[config.mk]
export PLATFORM = sky130hd
export DESIGN_NAME = uart_rx_fifo
export DESIGN_NICKNAME = d
export VERILOG_FILES = /design/src/rtl/uart_pkg.sv /design/src/rtl/uart_fifo_mem.sv /design/src/rtl/uart_rx_fifo.sv
export SDC_FILE = /design/constraint.sdc
export NUM_CORES = 1
export LEC_CHECK = 0
export ABC_CLOCK_PERIOD_IN_PS = 7500
export CORE_ASPECT_RATIO = 1.5
export CORE_UTILIZATION = 64
export CTS_CLUSTER_DIAMETER = 40
export DETAILED_ROUTE_END_ITERATION = 7
export PLACE_DENSITY = 0.84
export SLEW_MARGIN = 15
export SYNTH_ARGS = -nofsm -noshare
export SYNTH_HDL_FRONTEND = slang
export SYNTH_SLANG_ARGS = --single-unit
[constraint.sdc]
create_clock -name clk -period 7.5 [get_ports clk]
set_clock_uncertainty 0.1 [all_clocks]
set_input_delay 1.875 -clock clk [delete_from_list [all_inputs] [get_ports clk]]
set_output_delay 1.875 -clock clk [all_outputs]
set_load 0.02 [all_outputs]
[src/rtl/uart_pkg.sv]
// Shared UART constants: default word width, FIFO address width and
// almost-full threshold used by the receiver, the RX FIFO and the transmitter.
package uart_pkg;

    localparam int DEF_D_BIT    = 8;
    localparam int DEF_ADDR_W   = 4;
    localparam int DEF_AF_LEVEL = 12;

endpackage

[src/rtl/uart_fifo_mem.sv]
// FIFO storage: 2**ADDR_W x D_BIT register file with one synchronous write
// port and one combinational read port. Storage is deliberately not reset.
module uart_fifo_mem
    import uart_pkg::*;
#(
    parameter int D_BIT  = DEF_D_BIT,
    parameter int ADDR_W = DEF_ADDR_W
) (
    input  logic              clk,
    input  logic              we,
    input  logic [ADDR_W-1:0] w_addr,
    input  logic [D_BIT-1:0]  w_data,
    input  logic [ADDR_W-1:0] r_addr,
    output logic [D_BIT-1:0]  r_data
);

    logic [D_BIT-1:0] mem [2**ADDR_W];

    always_ff @(posedge clk) begin
        if (we) mem[w_addr] <= w_data;
    end

    assign r_data = mem[r_addr];

endmodule

[src/rtl/uart_rx_fifo.sv]
// UART receive FIFO, first-word-fall-through, with sticky overflow flag.
// Define UART_RX_FIFO_AF_EN to add the almost_full output (count >= AF_LEVEL).
module uart_rx_fifo
    import uart_pkg::*;
#(
    parameter int D_BIT    = DEF_D_BIT,
    parameter int ADDR_W   = DEF_ADDR_W,
    parameter int AF_LEVEL = DEF_AF_LEVEL
) (
    input  logic              clk,
    input  logic              reset,
    input  logic              wr,
    input  logic [D_BIT-1:0]  w_data,
    input  logic              rd,
    output logic [D_BIT-1:0]  r_data,
    output logic              empty,
    output logic              full,
    output logic [ADDR_W:0]   count,
    output logic              overflow,
`ifdef UART_RX_FIFO_AF_EN
    output logic              almost_full,
`endif
    input  logic              clr_ovf
);

    localparam logic [ADDR_W:0] DEPTH = (ADDR_W+1)'(2**ADDR_W);

    logic [ADDR_W-1:0] w_ptr;
    logic [ADDR_W-1:0] r_ptr;
    logic [ADDR_W:0]   count_q;
    logic              overflow_q;
    logic              push_ok;
    logic              pop_ok;

    assign empty    = (count_q == '0);
    assign full     = (count_q == DEPTH);
    assign count    = count_q;
    assign overflow = overflow_q;

    // A pop in the same cycle frees the slot, so a push into a full FIFO is legal then.
    assign push_ok = wr && (!full || rd);
    assign pop_ok  = rd && !empty;

    always_ff @(posedge clk) begin
        if (!reset) begin
            w_ptr      <= '0;
            r_ptr      <= '0;
            count_q    <= '0;
            overflow_q <= 1'b0;
        end else begin
            if (push_ok) w_ptr <= w_ptr + 1'b1;
            if (pop_ok)  r_ptr <= r_ptr + 1'b1;
            case ({push_ok, pop_ok})
                2'b10:   count_q <= count_q + 1'b1;
                2'b01:   count_q <= count_q - 1'b1;
                default: count_q <= count_q;
            endcase
            // Set has priority over clear so a coincident drop is never lost.
            if (wr && full && !rd) overflow_q <= 1'b1;
            else if (clr_ovf)      overflow_q <= 1'b0;
        end
    end

`ifdef UART_RX_FIFO_AF_EN
    localparam logic [ADDR_W:0] AF_CNT = (ADDR_W+1)'(AF_LEVEL);
    assign almost_full = (count_q >= AF_CNT);
`endif

    uart_fifo_mem #(
        .D_BIT  (D_BIT),
        .ADDR_W (ADDR_W)
    ) u_mem (
        .clk    (clk),
        .we     (push_ok),
        .w_addr (w_ptr),
        .w_data (w_data),
        .r_addr (r_ptr),
        .r_data (r_data)
    );

endmodule
# Word-level counts from Yosys, hierarchy flattened
# Memory sizes are Yosys's and may differ from the RTL's. A register that Yosys moved wholly into a read port is not among the register bits.
# Index checks and enable logic that the tools add are counted.
# W data, S select, Z words.
[classes]
add_sub_neg = 4
mux = 7
n_eq_ne = 3
reduce_logical = 11
[op_table]
columns = ["operator", "n"]
rows = [
  ["$pmux W5 S2", 1],
  ["$add A4 B1 Y4 const B", 2],
  ["$mux W4", 2],
  ["$add A5 B1 Y5 const B", 1],
  ["$eq A5 B5 Y1 const B", 1],
  ["$logic_not A5 Y1", 1],
  ["$sub A5 B1 Y5 const B", 1],
  ["$logic_and A1 B1 Y1", 4],
  ["$mux W1", 4],
  ["$reduce_bool A2 Y1", 2],
  ["$logic_not A1 Y1", 3],
  ["$eq A2 B1 Y1 const B", 1],
  ["$eq A2 B2 Y1 const B", 1],
  ["$logic_or A1 B1 Y1", 1],
]
[totals]
ram_bits = 128
register_bits = 14
memories = 1
output_inout_bits = 16
elab_cells = 30
[mem_list]
columns = ["name", "words", "width", "rd", "rd_ports_with_merged_regs", "write_ports", "line_no", "text"]
rows = [
  ["u_mem.mem", 16, 8, 1, 1, 1, "uart_fifo_mem.sv:17", "logic [D_BIT-1:0] mem [2**ADDR_W];"],
]

# Longest topological paths before layout
[logic_depth]
word_depth = 6
ltp_mapped = 12
mapped_depth_nobuf = 10

# Hierarchy
# From an unflattened synthesis, not the netlist that was laid out.
[unflattened]
cells_unflattened = 303
hier_area_um2 = 5776.8
[modules_own_cells]
columns = ["module", "instances", "area_per_inst_um2", "cells_per_inst"]
rows = [
  ["uart_fifo_mem", 1, 4987.3, 221],
  ["uart_rx_fifo", 1, 789.5, 82],
]

# Worst setup path after synthesis
# Ideal clock, no wire load.
[synth_path]
kind = "input -> register"
start = "in rd"
end = "reg count_q[4], in the netlist count[4]"
arrival_time_ns = 3.775
stages = 9
path_slack_ns = 3.560
n_path_buf = 1
required_ns = 7.335
cell_sequence = "o31ai_4 > ha_1 > clkbuf_1 > xor2_1 > ha_1 > o21ai_0 > or3_1 > a2111oi_0 > nand4b_1"
[synth_via]
elab_chain_len = 4
word_cells_on_any_way = 7
cone_classes = "eq/ne (2); mux (1); reduce/logical (4)"
[synth_rtl]
columns = ["item", "line_no", "text"]
rows = [
  ["start: declaration", "uart_rx_fifo.sv:14", "input logic rd,"],
  ["$logic_or A1 B1 Y1", "uart_rx_fifo.sv:41", "assign push_ok = wr && (!full || rd);"],
  ["$logic_and A1 B1 Y1", "uart_rx_fifo.sv:41", ""],
  ["$eq A2 B1 Y1 or $eq A2 B2 Y1 (tied branches)", "uart_rx_fifo.sv:53", "case ({push_ok, pop_ok})"],
  ["$pmux W5 S2 or $reduce_bool A2 Y1 (tied branches)", "--", ""],
  ["end signal: assignment", "uart_rx_fifo.sv:54", "2'b10: count_q <= count_q + 1'b1;"],
  ["end signal: assignment", "uart_rx_fifo.sv:55", "2'b01: count_q <= count_q - 1'b1;"],
  ["end signal: assignment", "uart_rx_fifo.sv:56", "default: count_q <= count_q;"],
  ["end: declaration", "uart_rx_fifo.sv:30", "logic [ADDR_W:0] count_q;"],
]
# Several ways; a longest one is shown, not always the timed one.
# A chain may end at the register's enable or synchronous reset.

==> reports/qor.yml <==
run_status:
  status: "completed"
grt:
  gr-usage-all-layers: 0.272
  global_route.usage.met2: 0.462
  grt_max_degree: 33
  gr-total-overflow: 0
  antenna_found_initial: 0
  use_met3: 0.0682
  top_usage_layer: "met2"
  grt_use_met1: 0.326
  grt_pass1_wl_mm: 18.0
  grt_pass1_vias: 3185
drt:
  remaining_drc_errors: 0
  via_count: 3189
  via_per_inst: 6.56
  ant_nets: 0
  drtIter0Drc: 331
  first_pass_iters: 7
  wl_per_cell_um: 24.5
  wl_mm: 11.9
cells_and_area:
  fin_util: 0.782
  stdcell_count: 486
  layout-drive-gt1-share: 0.202
  diodes: 0
  finalNetCount: 385
  syn_to_final_growth_pct: 18.3
power_and_ir_drop:
  leakage_nw: 2.29
  clkPwrFrac: 0.401
  internal-power_mw: 1.80
  switchingPower_mw: 0.606
  swShare: 0.252
  power.density_mw_per_mm2: 347
  pwr-share-seq: 0.403
  vdd_drop_max_v: 0.000341
  pwr-share-comb: 0.196
placed_design:
  portBuffers: 28
  gp_congestion: 0.774
  dp_hpwl_mm: 7.09
  placed_cells: 454
  pre_cts_ws_ps: 2670
clock_tree:
  cts_tree: "yes"
  clockBufferDepth: 2
  htreeDepth: 4
  post_cts_resized: 0
  numCtsBuffers: 17
  cts_num_sinks: 146
  cts_setup_buffers: 0
  clkLatencyLatePin_ps: 410
  cts_hold_buffers: 0
  clkTransAtPathRegs_ps: 60
  cts_root_buf: "clkbuf_16"
logic_synthesis:
  yosysTopAreaCell: "edfxtp_1"
  synth_edf_count: 128
  yosys-top-cells-count: "128 x edfxtp_1, 32 x mux4_2, 25 x nor2_1"
  yosysUniqueCellTypes: 40
  ys_seq_elements: 146
  synth_most_common_cell: "edfxtp_1"
  synthFlopType: "edfxtp_1"
  syn_inst: 327
  synth_top_area_frac: 0.655
  syn_area_mm2: 0.00587
  postSynthNetCount: 349
  yosys-top-cells-area: "edfxtp_1 65%, mux4_2 12%, dfxtp_1 6.1%"
  avgSynthCellArea_um2: 18.0
  ys_seq_area_frac: 0.716
  synthArstFlopShare: 0
  yosys_warnings: 0
critical_path:
  required_ps: 5530
  rr_worst_depth: 9
  worstSetupPathType: "reg -> out"
  crit_arrival_ps: 2820
  rr_startpoint: "count[0]"
  regToRegEndpoint: "count[4]"
  crit_path_start_kind: "flop"
  reg2reg_slack_ps: 4130
  path_max_fanout: 32
  critPathCaptureType: "primary output"
timing:
  min_period_ps: 4800
  drv_slew: 0
  timing.final.hold_violations: 0
  final.period_utilization: 0.640
  fmax_ghz: 0.208
  tns_ps: 0
  tightest_slew_ps: 956
  worst_slack_ps: 2700
  setup_viol: 0
  maxSlewHeadroom: 0.360
  rsz0062_at_grt: "no"
floorplan:
  die_w_um: 80.2
  dieArea_mm2: 0.00957
  die_h_um: 119
  ios: 29
  core_mm2: 0.00888
  rows: 42
  initial_core_util: 0.661
run:
  cap_violations: 0
min_path:
  hold_path_end: "w_ptr[1]"
  min_path_type: "reg -> reg"
  hp-start: "w_ptr[1]"
  hold_depth: 2
registers in the layout, summed over array words and instances, names as in the netlist, named ones only:
| register | count |
|---|---|
| r_ptr | 4 |
| count | 5 |
| w_ptr | 4 |
| u_mem.mem | 128 |
| overflow | 1 |
power by group through the flow:
| stage | Sequential, mW | Clock, mW | Combinational, mW |
|---|---|---|---|
| detailed placement | 0.984 | 0 | 0.471 |
| floorplan | 0.976 | 0 | 0.331 |
| global placement | 0.982 | 0 | 0.460 |
| finish | 0.969 | 0.967 | 0.472 |
| global route | 0.974 | 0.999 | 0.508 |
| CTS | 0.969 | 0.970 | 0.477 |
per-stage QoR:
step	instance area [um^2]	hold WS (ps)	power (mW)
global placement	6260	413	1.44
floorplan	5870	381	1.31
global route	6950	465	2.48
detailed placement	6260	419	1.46
CTS	6950	431	2.42
finish	6950	431	2.41
worst max-delay path by stage:
stage / to / slack [ps] / cells past startpoint / startpoint
2_1_floorplan: count[4] / 3560 / 9 / rd
3_3_place_gp: count[4] / 2910 / 9 / rd
3_5_place_dp: count[4] / 2670 / 9 / rd
4_1_cts: r_data[6] / 2680 / 5 / flop
5_1_grt: r_data[6] / 2550 / 5 / flop
6_report: r_data[4] / 2700 / 5 / flop
worst max-delay path: stages, from the launching register on:
cell and delay (ps):
dfxtp_2 330, buf_4 520, mux4_2 620, a22oi_1 240, nand2_1 130, clkdlybuf4s50_1 550
metal layers:
layer	share of wire	vias up
li1	-	1379
met3	0.060	23
met5	0	-
met2	0.54	174
met4	0.028	0
met1	0.37	1613
logic make-up (layout without fill, tap and decap cells):
kind of cell | count (synthesis) | in the layout | share of synthesized area
muxes | 34 | 34 | 0.126
buffers and inverters | 24 | 73 | 0.0173
AOI/OAI and AO/OA | 35 | 35 | 0.0486
xor gates and xnor gates | 7 | 7 | 0.0104
DFF | 146 | 146 | 0.716
adders and majority gates | 9 | 9 | 0.0192
and+or+nand+nor | 72 | 72 | 0.0622
cell type report:
cell class / instances / area (um^2)
Fill cell: 453 / 1940
Inverter: 8 / 30.0
Sequential cell: 146 / 4210
Tap cell: 110 / 138
Timing Repair Buffer: 33 / 318
Clock buffer: 17 / 425
Multi-Input combinational cell: 157 / 1570
Clock inverter: 15 / 263
cells in the final DEF (no fill, tap or decap), types with 2 or more instances in the layout:
| cell type | count |
|---|---|
| bufinv_16 | 7 |
| dfxtp_2 | 2 |
| nand4_1 | 2 |
| buf_4 | 5 |
| nand3_1 | 9 |
| xor2_1 | 5 |
| clkdlybuf4s50_1 | 28 |
| or3_1 | 3 |
| o211ai_1 | 2 |
| and2_1 | 2 |
| mux2i_1 | 2 |
| a21oi_1 | 3 |
| o21a_1 | 2 |
| a22oi_1 | 16 |
| ha_1 | 9 |
| clkinv_2 | 3 |
| dfxtp_1 | 16 |
| nand2_1 | 11 |
| nor3_1 | 6 |
| nand2b_1 | 4 |
| mux4_2 | 32 |
| o21ai_0 | 4 |
| nand4b_1 | 3 |
| clkbuf_16 | 17 |
| xnor2_1 | 2 |
| inv_1 | 8 |
| nor2b_1 | 2 |
| edfxtp_1 | 128 |
| clkinv_4 | 3 |
| nor2_1 | 25 |
Note: power is estimated with default switching activity, not from simulation.
